`src/rtl/sha3_pkg.sv`:
```
// Shared constants, block type and state encoding for the SHA3-512 pad buffer.
// Imported by the lane padder and the buffer top level.
package sha3_pkg;

    localparam int RATE_BITS = 576;
    localparam int WORD_W    = 64;
    localparam int LANES     = RATE_BITS / WORD_W;

    localparam logic [7:0] SHA3_DS  = 8'h06;
    localparam logic [7:0] SHA3_END = 8'h80;

    typedef enum logic [1:0] {
        FILL = 2'd0,
        EMIT = 2'd1,
        PADX = 2'd2
    } state_e;

    typedef logic [LANES-1:0][WORD_W-1:0] block_t;

endpackage

```
`src/rtl/sha3_pad_lane.sv`:
```
// Combinational lane padder: keeps the valid bytes of a word, zeroes the rest
// and drops the SHA3 domain byte right after the last message byte.
module sha3_pad_lane
    import sha3_pkg::*;
(
    input  logic [WORD_W-1:0] word,
    input  logic [3:0]        bytes,
    input  logic              last,
    output logic [WORD_W-1:0] lane,
    output logic              full
);

    logic [3:0] k;

    // Clamp the byte count and build the masked, padded lane
    always_comb begin
        k    = (bytes > 4'd8) ? 4'd8 : bytes;
        full = !last || (k == 4'd8);
        lane = '0;
        for (int i = 0; i < 8; i++) begin
            if (!last || i < int'(k)) begin
                lane[8*i +: 8] = word[8*i +: 8];
            end else if (i == int'(k)) begin
                lane[8*i +: 8] = SHA3_DS;
            end
        end
    end

endmodule

```
`src/rtl/sha3_pad_buffer.sv`:
```
// Packs 64-bit message words into padded 576-bit SHA3-512 rate blocks and
// hands each block to the absorb stage over a valid/ready handshake.
module sha3_pad_buffer
    import sha3_pkg::*;
(
    input  logic                 clk,
    input  logic                 rst,
    input  logic                 in_valid,
    output logic                 in_ready,
    input  logic [WORD_W-1:0]    in_data,
    input  logic                 in_last,
    input  logic [3:0]           in_bytes,
    output logic                 blk_valid,
    input  logic                 blk_ready,
    output logic [RATE_BITS-1:0] blk_data,
    output logic                 blk_last
);

    state_e      state_q, state_d;
    logic [3:0]  cnt_q, cnt_d;
    block_t      buf_q, buf_d;
    logic        last_q, last_d;
    logic        padx_q, padx_d;
    logic [WORD_W-1:0] lane;
    logic        lane_full;

    sha3_pad_lane u_lane (
        .word  (in_data),
        .bytes (in_bytes),
        .last  (in_last),
        .lane  (lane),
        .full  (lane_full)
    );

    // Next-state, buffer update and handshake outputs
    always_comb begin
        state_d   = state_q;
        cnt_d     = cnt_q;
        buf_d     = buf_q;
        last_d    = last_q;
        padx_d    = padx_q;
        in_ready  = rst && (state_q == FILL);
        blk_valid = (state_q == EMIT);

        unique case (state_q)
            FILL: begin
                if (in_valid && in_ready) begin
                    buf_d[cnt_q] = lane;
                    if (!in_last) begin
                        if (cnt_q == 4'(LANES - 1)) begin
                            last_d  = 1'b0;
                            state_d = EMIT;
                        end else begin
                            cnt_d = cnt_q + 4'd1;
                        end
                    end else if (!lane_full) begin
                        buf_d[LANES-1][WORD_W-1] = 1'b1;
                        last_d  = 1'b1;
                        state_d = EMIT;
                    end else if (cnt_q != 4'(LANES - 1)) begin
                        buf_d[cnt_q + 4'd1] = {56'd0, SHA3_DS};
                        buf_d[LANES-1][WORD_W-1] = 1'b1;
                        last_d  = 1'b1;
                        state_d = EMIT;
                    end else begin
                        last_d  = 1'b0;
                        padx_d  = 1'b1;
                        state_d = EMIT;
                    end
                end
            end
            EMIT: begin
                if (blk_ready) begin
                    buf_d   = '0;
                    cnt_d   = 4'd0;
                    last_d  = 1'b0;
                    padx_d  = 1'b0;
                    state_d = padx_q ? PADX : FILL;
                end
            end
            PADX: begin
                buf_d       = '0;
                buf_d[0]    = {56'd0, SHA3_DS};
                buf_d[LANES-1][WORD_W-1 -: 8] = SHA3_END;
                last_d      = 1'b1;
                state_d     = EMIT;
            end
            default: begin
                state_d = FILL;
            end
        endcase
    end

    // State, counter and block buffer registers
    always_ff @(posedge clk or negedge rst) begin
        if (!rst) begin
            state_q <= FILL;
            cnt_q   <= 4'd0;
            buf_q   <= '0;
            last_q  <= 1'b0;
            padx_q  <= 1'b0;
        end else begin
            state_q <= state_d;
            cnt_q   <= cnt_d;
            buf_q   <= buf_d;
            last_q  <= last_d;
            padx_q  <= padx_d;
        end
    end

    assign blk_data = buf_q;
    assign blk_last = last_q;

endmodule
```
`config.mk`:
```
export PLATFORM = sky130hd
export DESIGN_NAME = sha3_pad_buffer
export DESIGN_NICKNAME = d
export VERILOG_FILES = /design/src/rtl/sha3_pkg.sv /design/src/rtl/sha3_pad_lane.sv /design/src/rtl/sha3_pad_buffer.sv
export SDC_FILE = /design/constraint.sdc
export NUM_CORES = 1
export LEC_CHECK = 0
export ABC_AREA = 1
export ABC_CLOCK_PERIOD_IN_PS = 3600
export BUFFER_PORTS_ARGS = -buffer_cell sky130_fd_sc_hd__buf_2
export CORE_AREA = 2 2 251 253
export CTS_BUF_LIST = sky130_fd_sc_hd__clkbuf_4
export DETAILED_ROUTE_END_ITERATION = 16
export DIE_AREA = 0 0 253 255
export PLACE_DENSITY_LB_ADDON = 0.15
export RECOVER_POWER = 25
export SETUP_SLACK_MARGIN = 0.2
export SYNTH_ARGS = -nofsm -noshare
export SYNTH_HDL_FRONTEND = slang
export SYNTH_SLANG_ARGS = --single-unit
```
`constraint.sdc`:
```
create_clock -name clk -period 3.6 [get_ports clk]
set_clock_uncertainty 0.2 [all_clocks]
set_input_delay 0.72 -clock clk [delete_from_list [all_inputs] [get_ports clk]]
set_output_delay 0.72 -clock clk [all_outputs]
set_load 0.005 [all_outputs]
```
==> results of run 1 <==
[cell families (layout without fill, tap and decap cells)]
logic type / after synthesis / count (layout)
AOI/OAI and AO/OA: 670 / 670
adders and majority gates: 11 / 11
buffers and inverters: 279 / 1100
DFF: 584 / 584
other: 0 / 3
and+or+nand+nor: 1814 / 1814
[critical path: stages]
cell and delay, ns:
dlygate4sd3_1 0.52, clkbuf_1 0.19, buf_12 0.52, nand2_1 0.18, inv_1 0.08, buf_2 0.11
[registers in the layout, summed over array words and instances (netlist names)]
register,count
cnt_q,4
blk_last,1
state_q,2
blk_data,576
padx_q,1
[power breakdown]
part | switching, uW | internal [uW] | total (uW)
sequential | 1180 | 8390 | 9570
combinational | 7700 | 3800 | 11500
clock | 2970 | 3230 | 6200
total | 11900 | 15400 | 27300
[Yosys cell counts (all sizes together)]
cell type  count  area [um2]
dfrtp        584       14600
nand4         27         169
nand3b         9        67.6
inv           55         206
o211ai         1        7.51
o21ai        574        2890
nor2         362        1410
nand3        121         611
ha            11         138
nor3           1        16.3
a21oi         89         472
clkinv         2        7.51
a31oi          3        18.8
nand2       1253        4720
or2           41         257
clkbuf        79         303
o21bai         3        22.5
buf          143         733
[per-stage QoR]
step	instance area [um2]	worst slack [ns]	util [%]
after floorplan	26700	1.49	-
after global placement	30800	0.724	49.5
after detailed placement	30800	0.688	49.5
after CTS	33300	0.277	53.6
after global routing	33300	0.115	53.6
final	33300	0.282	53.6
[cells in the final DEF (no fill, tap or decap), types with 41 or more instances in the layout]
cell type / n
nand2_1: 1246
buf_2: 650
dfrtp_1: 584
o21ai_0: 467
nor2_1: 349
clkbuf_4: 246
nand3_1: 118
o21ai_1: 102
a21oi_1: 84
dlygate4sd3_1: 54
inv_1: 47
or2_2: 41
[metal layers]
layer | vias up | part of all wire [%] | global-route usage [%]
met5 | - | 0.0090 | 0
met4 | 2 | 4.6 | 15.6
met3 | 255 | 9.4 | 9.64
met2 | 1265 | 45 | 50.8
met1 | 12500 | 41 | 45.4
li1 | 12400 | - | -
[layout make-up]
class / count / area [um2] / area share (%)
diodes: 3 / 7.51 / 0.0225
clock buffers: 245 / 1840 / 5.52
clock inverters: 30 / 198 / 0.593
inverters: 57 / 216 / 0.650
multi-input cells: 2495 / 10900 / 32.7
flip-flops and latches: 584 / 14600 / 43.9
well taps: 799 / 1000 / 3.00
repair buffers: 768 / 4560 / 13.7
[how the worst max path moves through the flow]
stage          startpoint             to  cells past startpoint
2_1_floorplan    in_valid  blk_data[435]                     10
3_3_place_gp      in_last  blk_data[138]                      9
3_5_place_dp      in_last   blk_data[10]                      9
4_1_cts               rst       in_ready                      6
5_1_grt               rst       in_ready                      6
6_report              rst       in_ready                      6
==> key figures, run 1 <==
Outcome
  • Status: finished, violations left
  • Violated checks: max-capacitance violations, max-slew violations

Finish
  • Layout cells sized above 1: roughly 25%
  • Nets: approximately 4200
  • Layout Cells excl Fill: roughly 5000
  • Area Overhead vs Synth: 25.0%
  • FILL cells: about 6000

Yosys
  • Synth Area in Simple Gates: a little over a quarter
  • Netlist cell types: 30
  • Mapped cell area: 26700 um2
  • Cell count after synthesis: about 3400
  • Post-synth net total: roughly 3400
  • Sequential element share of the synthesized area: roughly 55%
  • Post-synthesis compound-gate area fraction: between 10% and 20%
  • Post-synthesis xor/xnor area fraction: 0%
  • Synth warn: 0
  • Mux cell area share after synthesis: 0%
  • Largest family of logic cells by synthesized area: simple AND/OR/NAND/NOR gates
  • Post-synthesis adder-cell area fraction: less than 1%
  • Syn avg cell area: 7.94 um2
  • Seq cells post-synth: roughly 580

Worst hold path
  • Hold path start: in_bytes[3]
  • Hold depth: 7
  • Worst Hold End: blk_data[571]
  • Worst min-delay path category: in -> reg

Global route
  • Largest net degree at the start of global routing: about 150
  • Vias in the first global route: between 20000 and 25000
  • First-pass GRT wire length: between 150 and 200 mm
  • Antenna violations before repair: 2
  • Gr ovfl total: 0
  • Tot GR Track Use: 33.8%

Clock network
  • Number of gates resized after CTS: 0
  • Setup bufs post-CTS: 0
  • Clock buffer depth: 3
  • Clk_lat worst skew: 1.00 ns
  • H-tree level count: 4
  • Clock root buffer: clkbuf_4
  • Total CTS buffers: 162
  • Clk sinks: 584
  • CTS tree: done
  • Worst-path clk slew: 0.08 ns
  • Cts hold-fix bufs: 54

Placement
  • Gp weighted congestion: 0.935
  • PortBufs: between 600 and 700
  • DP Cell Count: roughly 4600
  • DP Wirelength: around 74 mm

Timing
  • Tcrit/Tclk final: 92.2%
  • Total Neg Setup Slack: 0 ns
  • Final Slew Violations: around 110
  • Worst rel slew slack: -7.05%
  • Fmax: about 300 MHz
  • Hold_ws: around 0.099 ns
  • RSZ-0062 raised after global routing: no
  • Min Clock Period, post-route: between 3 and 4 ns
  • Slew @ Worst Pin: roughly 1.6 ns
  • Setup-failing EPs final: 0
  • Final hold violation count: 0

Flow run
  • Max-cap violation count: 1

Setup path
  • Crit Path Class: in -> out
  • WP data arrival: between 2 and 2.5 ns
  • RR Endpoint: blk_data[4]
  • Critical Path End Type: output pin
  • CP Launch Type: primary input
  • R2R setup slack: about 0.69 ns
  • Worst R2R Start: state_q[0]
  • FF-to-FF path depth: 8
  • WP data required: around 2.7 ns
  • CP Max Fanout: around 130

Floorplanning
  • I/O pins: 652
  • Number of placement rows: 92
  • Die Span X: ~250 um
  • Die Ht: roughly 260 um
  • Initial core utilization: between 40% and 50%
  • Core region area: approximately 62000 um2
  • Die ar.: approximately 65000 um2

Routing
  • Remaining antenna violation count after routing: 0
  • Vias per inst: around 5.3
  • Iter 0 DRT Violations: between 2000 and 3000
  • Initial DRT Pass Iterations: 6
  • DR WL/cell: about 22 um
  • Via count: around 26000
  • DRC viols: 0
  • DRT Wirelength: about 110 mm

Power
  • Lkg Pwr: about 0.018 uW
  • Pwr Total: ~27000 uW
  • VDD IR-drop max: around 0.00079 V
  • Power density cells: 819 nW/um2
(Power assumes the default switching activity.)
==> run 2: changes to the inputs <==
--- a/config.mk
+++ b/config.mk
@@ -8,13 +8,14 @@
 export ABC_AREA = 1
 export ABC_CLOCK_PERIOD_IN_PS = 3600
 export BUFFER_PORTS_ARGS = -buffer_cell sky130_fd_sc_hd__buf_2
-export CORE_AREA = 2 2 251 253
+export CORE_AREA = 2 2 257 259
 export CTS_BUF_LIST = sky130_fd_sc_hd__clkbuf_4
 export DETAILED_ROUTE_END_ITERATION = 16
-export DIE_AREA = 0 0 253 255
+export DIE_AREA = 0 0 259 261
 export PLACE_DENSITY_LB_ADDON = 0.15
 export RECOVER_POWER = 25
 export SETUP_SLACK_MARGIN = 0.2
 export SYNTH_ARGS = -nofsm -noshare
 export SYNTH_HDL_FRONTEND = slang
+export SYNTH_HIERARCHICAL = 1
 export SYNTH_SLANG_ARGS = --single-unit
==> key figures, run 2 <==
Routing
  • Remaining antenna violation count after routing: 0 (unchanged)
  • DRT Wirelength: 102 mm (-7.4%)
  • DR WL/cell: 21.5 um (-3.1%)
  • Vias per inst: 5.22 (-1.6%)
  • Initial DRT Pass Iterations: 6 (unchanged)
  • Via count: 24800 (-6.0%)
  • Iter 0 DRT Violations: 2514 (-7.3%)
  • DRC viols: 0 (unchanged)

Power
  • Switching power share of the total: 45.1% (+1.6 points)
  • Comb pwr share: 45.3% (+3.1 points)
  • Clock network power share: 20.3% (-2.4 points)
  • Switching pwr: 13700 uW (+16%)
  • Power density cells: 947 nW/um2 (+16%)
  • Internal power: 16700 uW (+8.3%)
  • Pwr Total: 30400 uW (+12%)
  • Lkg Pwr: 0.0168 uW (-6.0%)
  • Reg power frac: 34.4% (-0.7 points)
  • VDD IR-drop max: 0.00100 V (+27%)

Worst hold path
  • Worst min-delay path category: in -> reg

Setup path
  • Critical Path End Type: output pin
  • CP Launch Type: primary input
  • WP data arrival: 2.34 ns (-0.06 ns)
  • Crit Path Class: in -> out
  • WP data required: 2.68 ns (about the same)
  • CP Max Fanout: 7 (-95%)

Placement
  • DP Wirelength: 66.3 mm (-11%)
  • Gp weighted congestion: 0.819 (-12%)
  • Area post-placement: 30000 um2 (-2.3%)
  • PortBufs: 651 (unchanged)

Clock network
  • Number of gates resized after CTS: 0 (unchanged)
  • Worst-path clk slew: 0.07 ns (about the same)
  • Clk_lat worst skew: 0.96 ns (-0.04 ns)
  • H-tree level count: 4 (unchanged)
  • Clock buffer depth: 3 (unchanged)
  • Cts hold-fix bufs: 4 (-93%)
  • Total CTS buffers: 163 (+0.62%)
  • Clock root buffer: clkbuf_4
  • CTS tree: done
  • Setup bufs post-CTS: 0 (unchanged)
  • Clk sinks: 584 (unchanged)

Yosys
  • Largest cells by area after synthesis: dfrtp_1 (56%), nand2_1 (13%), a21oi_1 (9.6%), o21ai_0 (8.1%), o21ai_1 (1.9%)
  • Fraction of registers with async set/reset: 100% (unchanged)
  • Yosys top cell area share: 55.6% (+0.72 points)
  • Netlist cell types: 28 (-6.7%)
  • Post-synth net total: 3228 (-6.2%)
  • Cell count after synthesis: 3144 (-6.4%)
  • Mapped cell area: 26300 um2 (-1.3%)
  • Synth Flop Type: dfrtp_1
  • Seq cells post-synth: 584 (unchanged)
  • Post-synth top area cell: dfrtp_1
  • Post-synth EDFFs: 0 (unchanged)
  • Syn avg cell area: 8.37 um2 (+5.4%)
  • Cell with the most instances after synthesis: nand2_1
  • Synth warn: 6 (+6)
  • Commonest cells post-synth: nand2_1 (937), dfrtp_1 (584), a21oi_1 (503)
  • Sequential element share of the synthesized area: 55.6% (+0.72 points)

Floorplanning
  • Number of placement rows: 94 (+2.2%)
  • Die ar.: 67600 um2 (+4.8%)
  • Initial core utilization: 40.4% (-2.4 points)
  • Die Span X: 259 um (+2.4%)
  • I/O pins: 652 (unchanged)
  • Core region area: 65000 um2 (+4.6%)
  • Die Ht: 261 um (+2.4%)

Timing
  • RSZ-0062 raised after global routing: no
  • Setup-failing EPs final: 0 (unchanged)
  • Final hold violation count: 0 (unchanged)
  • Tcrit/Tclk final: 90.5% (-1.7 points)
  • Worst rel slew slack: -18.5% (-11 points)
  • Fmax: 307 MHz (+1.8%)
  • Slew @ Worst Pin: 1.78 ns (+0.172 ns)
  • Total Neg Setup Slack: 0 ns (unchanged)
  • Min Clock Period, post-route: 3.26 ns (-0.0595 ns)
  • Final Slew Violations: 185 (+67%)

Finish
  • Leading cell type in the layout, fill and taps excluded: nand2_1
  • Area Overhead vs Synth: 22.1%
  • Layout cells sized above 1: 26.0% (+0.80 points)
  • Nets: 3860 (-7.0%)
  • Most frequent cells in the layout: nand2_1 (934), buf_2 (650), dfrtp_1 (584)
  • Max reg flops: 576 (unchanged)
  • Cell area after layout: 32100 um2 (-3.6%)

Global route
  • Largest net degree at the start of global routing: 165 (+7.1%)
  • Tot GR Track Use: 29.6% (-4.2 points)
  • Gr ovfl total: 0 (unchanged)
  • Vias in the first global route: 22800 (-6.6%)
  • First-pass GRT wire length: 150 mm (-6.8%)
  • Antenna violations before repair: 9 (+7)

Flow run
  • Max-cap violation count: 2 (+1)

Outcome
  • Status: finished, violations left
  • Violated checks: max-capacitance violations, max-slew violations
[run 2: cell count changes in the layout (fill, tap and decap cells not counted), sizes merged, moves of 5 or more]
cell and delta:
nand2 -307, or2 -41, nor2 -270, diode +5, nand3 -44, nand3b -9, nand4 -26, inv +32
dlygate4sd3 -50, a21oi +414, clkinv +58, buf -6, o21ai -43
[run 2: path summary, 6_finish.rpt]
check	startpoint	endpoint	slack, ns	cells past startpoint
setup / recovery	rst	in_ready	0.34	5
hold / removal	in_data[48]	blk_data[176]	0.11	7
setup reg to reg	cnt_q[0]	blk_data[67]	0.53	7
hold reg to reg	blk_data[194]	blk_data[194]	0.27	2
max in group asynchronous	rst	blk_data[414]	0.69	3
min in group asynchronous	rst	blk_data[504]	0.78	3
[run 2: power groups by stage]
stage | Clock (uW) | Sequential (uW) | Combinational, uW
5_1_grt | 6660 | 10700 | 15100
6_report | 6160 | 10500 | 13800
3_3_place_gp | 0 | 10500 | 13700
2_1_floorplan | 0 | 10500 | 7370
3_5_place_dp | 0 | 10500 | 13800
4_1_cts | 6300 | 10400 | 13800
[run 2: kinds of logic after synthesis]
family / count (synthesis) / synth area share [%]
compound gates: 1036 / 19.8
fa+ha+maj: 11 / 0.523
buf+inv: 397 / 7.29
flops: 584 / 55.6
simple gates: 1116 / 16.8
[run 2: final cells by class]
cell class / count / area (um2)
fillers: 6458 / 32900
flip-flops and latches: 584 / 14600
multi-input cells: 2163 / 9860
repair buffers: 713 / 3920
clock buffers: 247 / 1850
well taps: 864 / 1080
inverters: 151 / 583
clock inverters: 28 / 191
diodes: 8 / 20.0
[run 2: worst max-delay path, stage by stage]
cell and delay (ns):
dlygate4sd3_1 0.52, clkbuf_1 0.64, nand2_1 0.18, inv_1 0.10, buf_2 0.16
[run 2: stage by stage]
| stage | utilization [%] | cells | setup WS [ns] | hold slack (ns) |
|---|---|---|---|---|
| after global routing | 49.4 | 4757 | 0.309 | 0.0765 |
| final | 49.4 | 4758 | 0.342 | 0.109 |
| after CTS | 49.4 | 4750 | 0.546 | 0.0267 |
| after detailed placement | 46.2 | 4471 | 0.552 | 0.265 |
| after global placement | 46.2 | 4471 | 0.610 | 0.262 |
| after floorplan | - | 3144 | 1.49 | 0.224 |
[run 2: layer usage]
metal	up-vias	routed length [um]	GRT usage [%]
met1	11800	42900	40.1
met3	193	8700	8.03
met4	6	3780	12.4
met2	1088	47000	45.0
met5	-	34	0
li1	11700	-	-
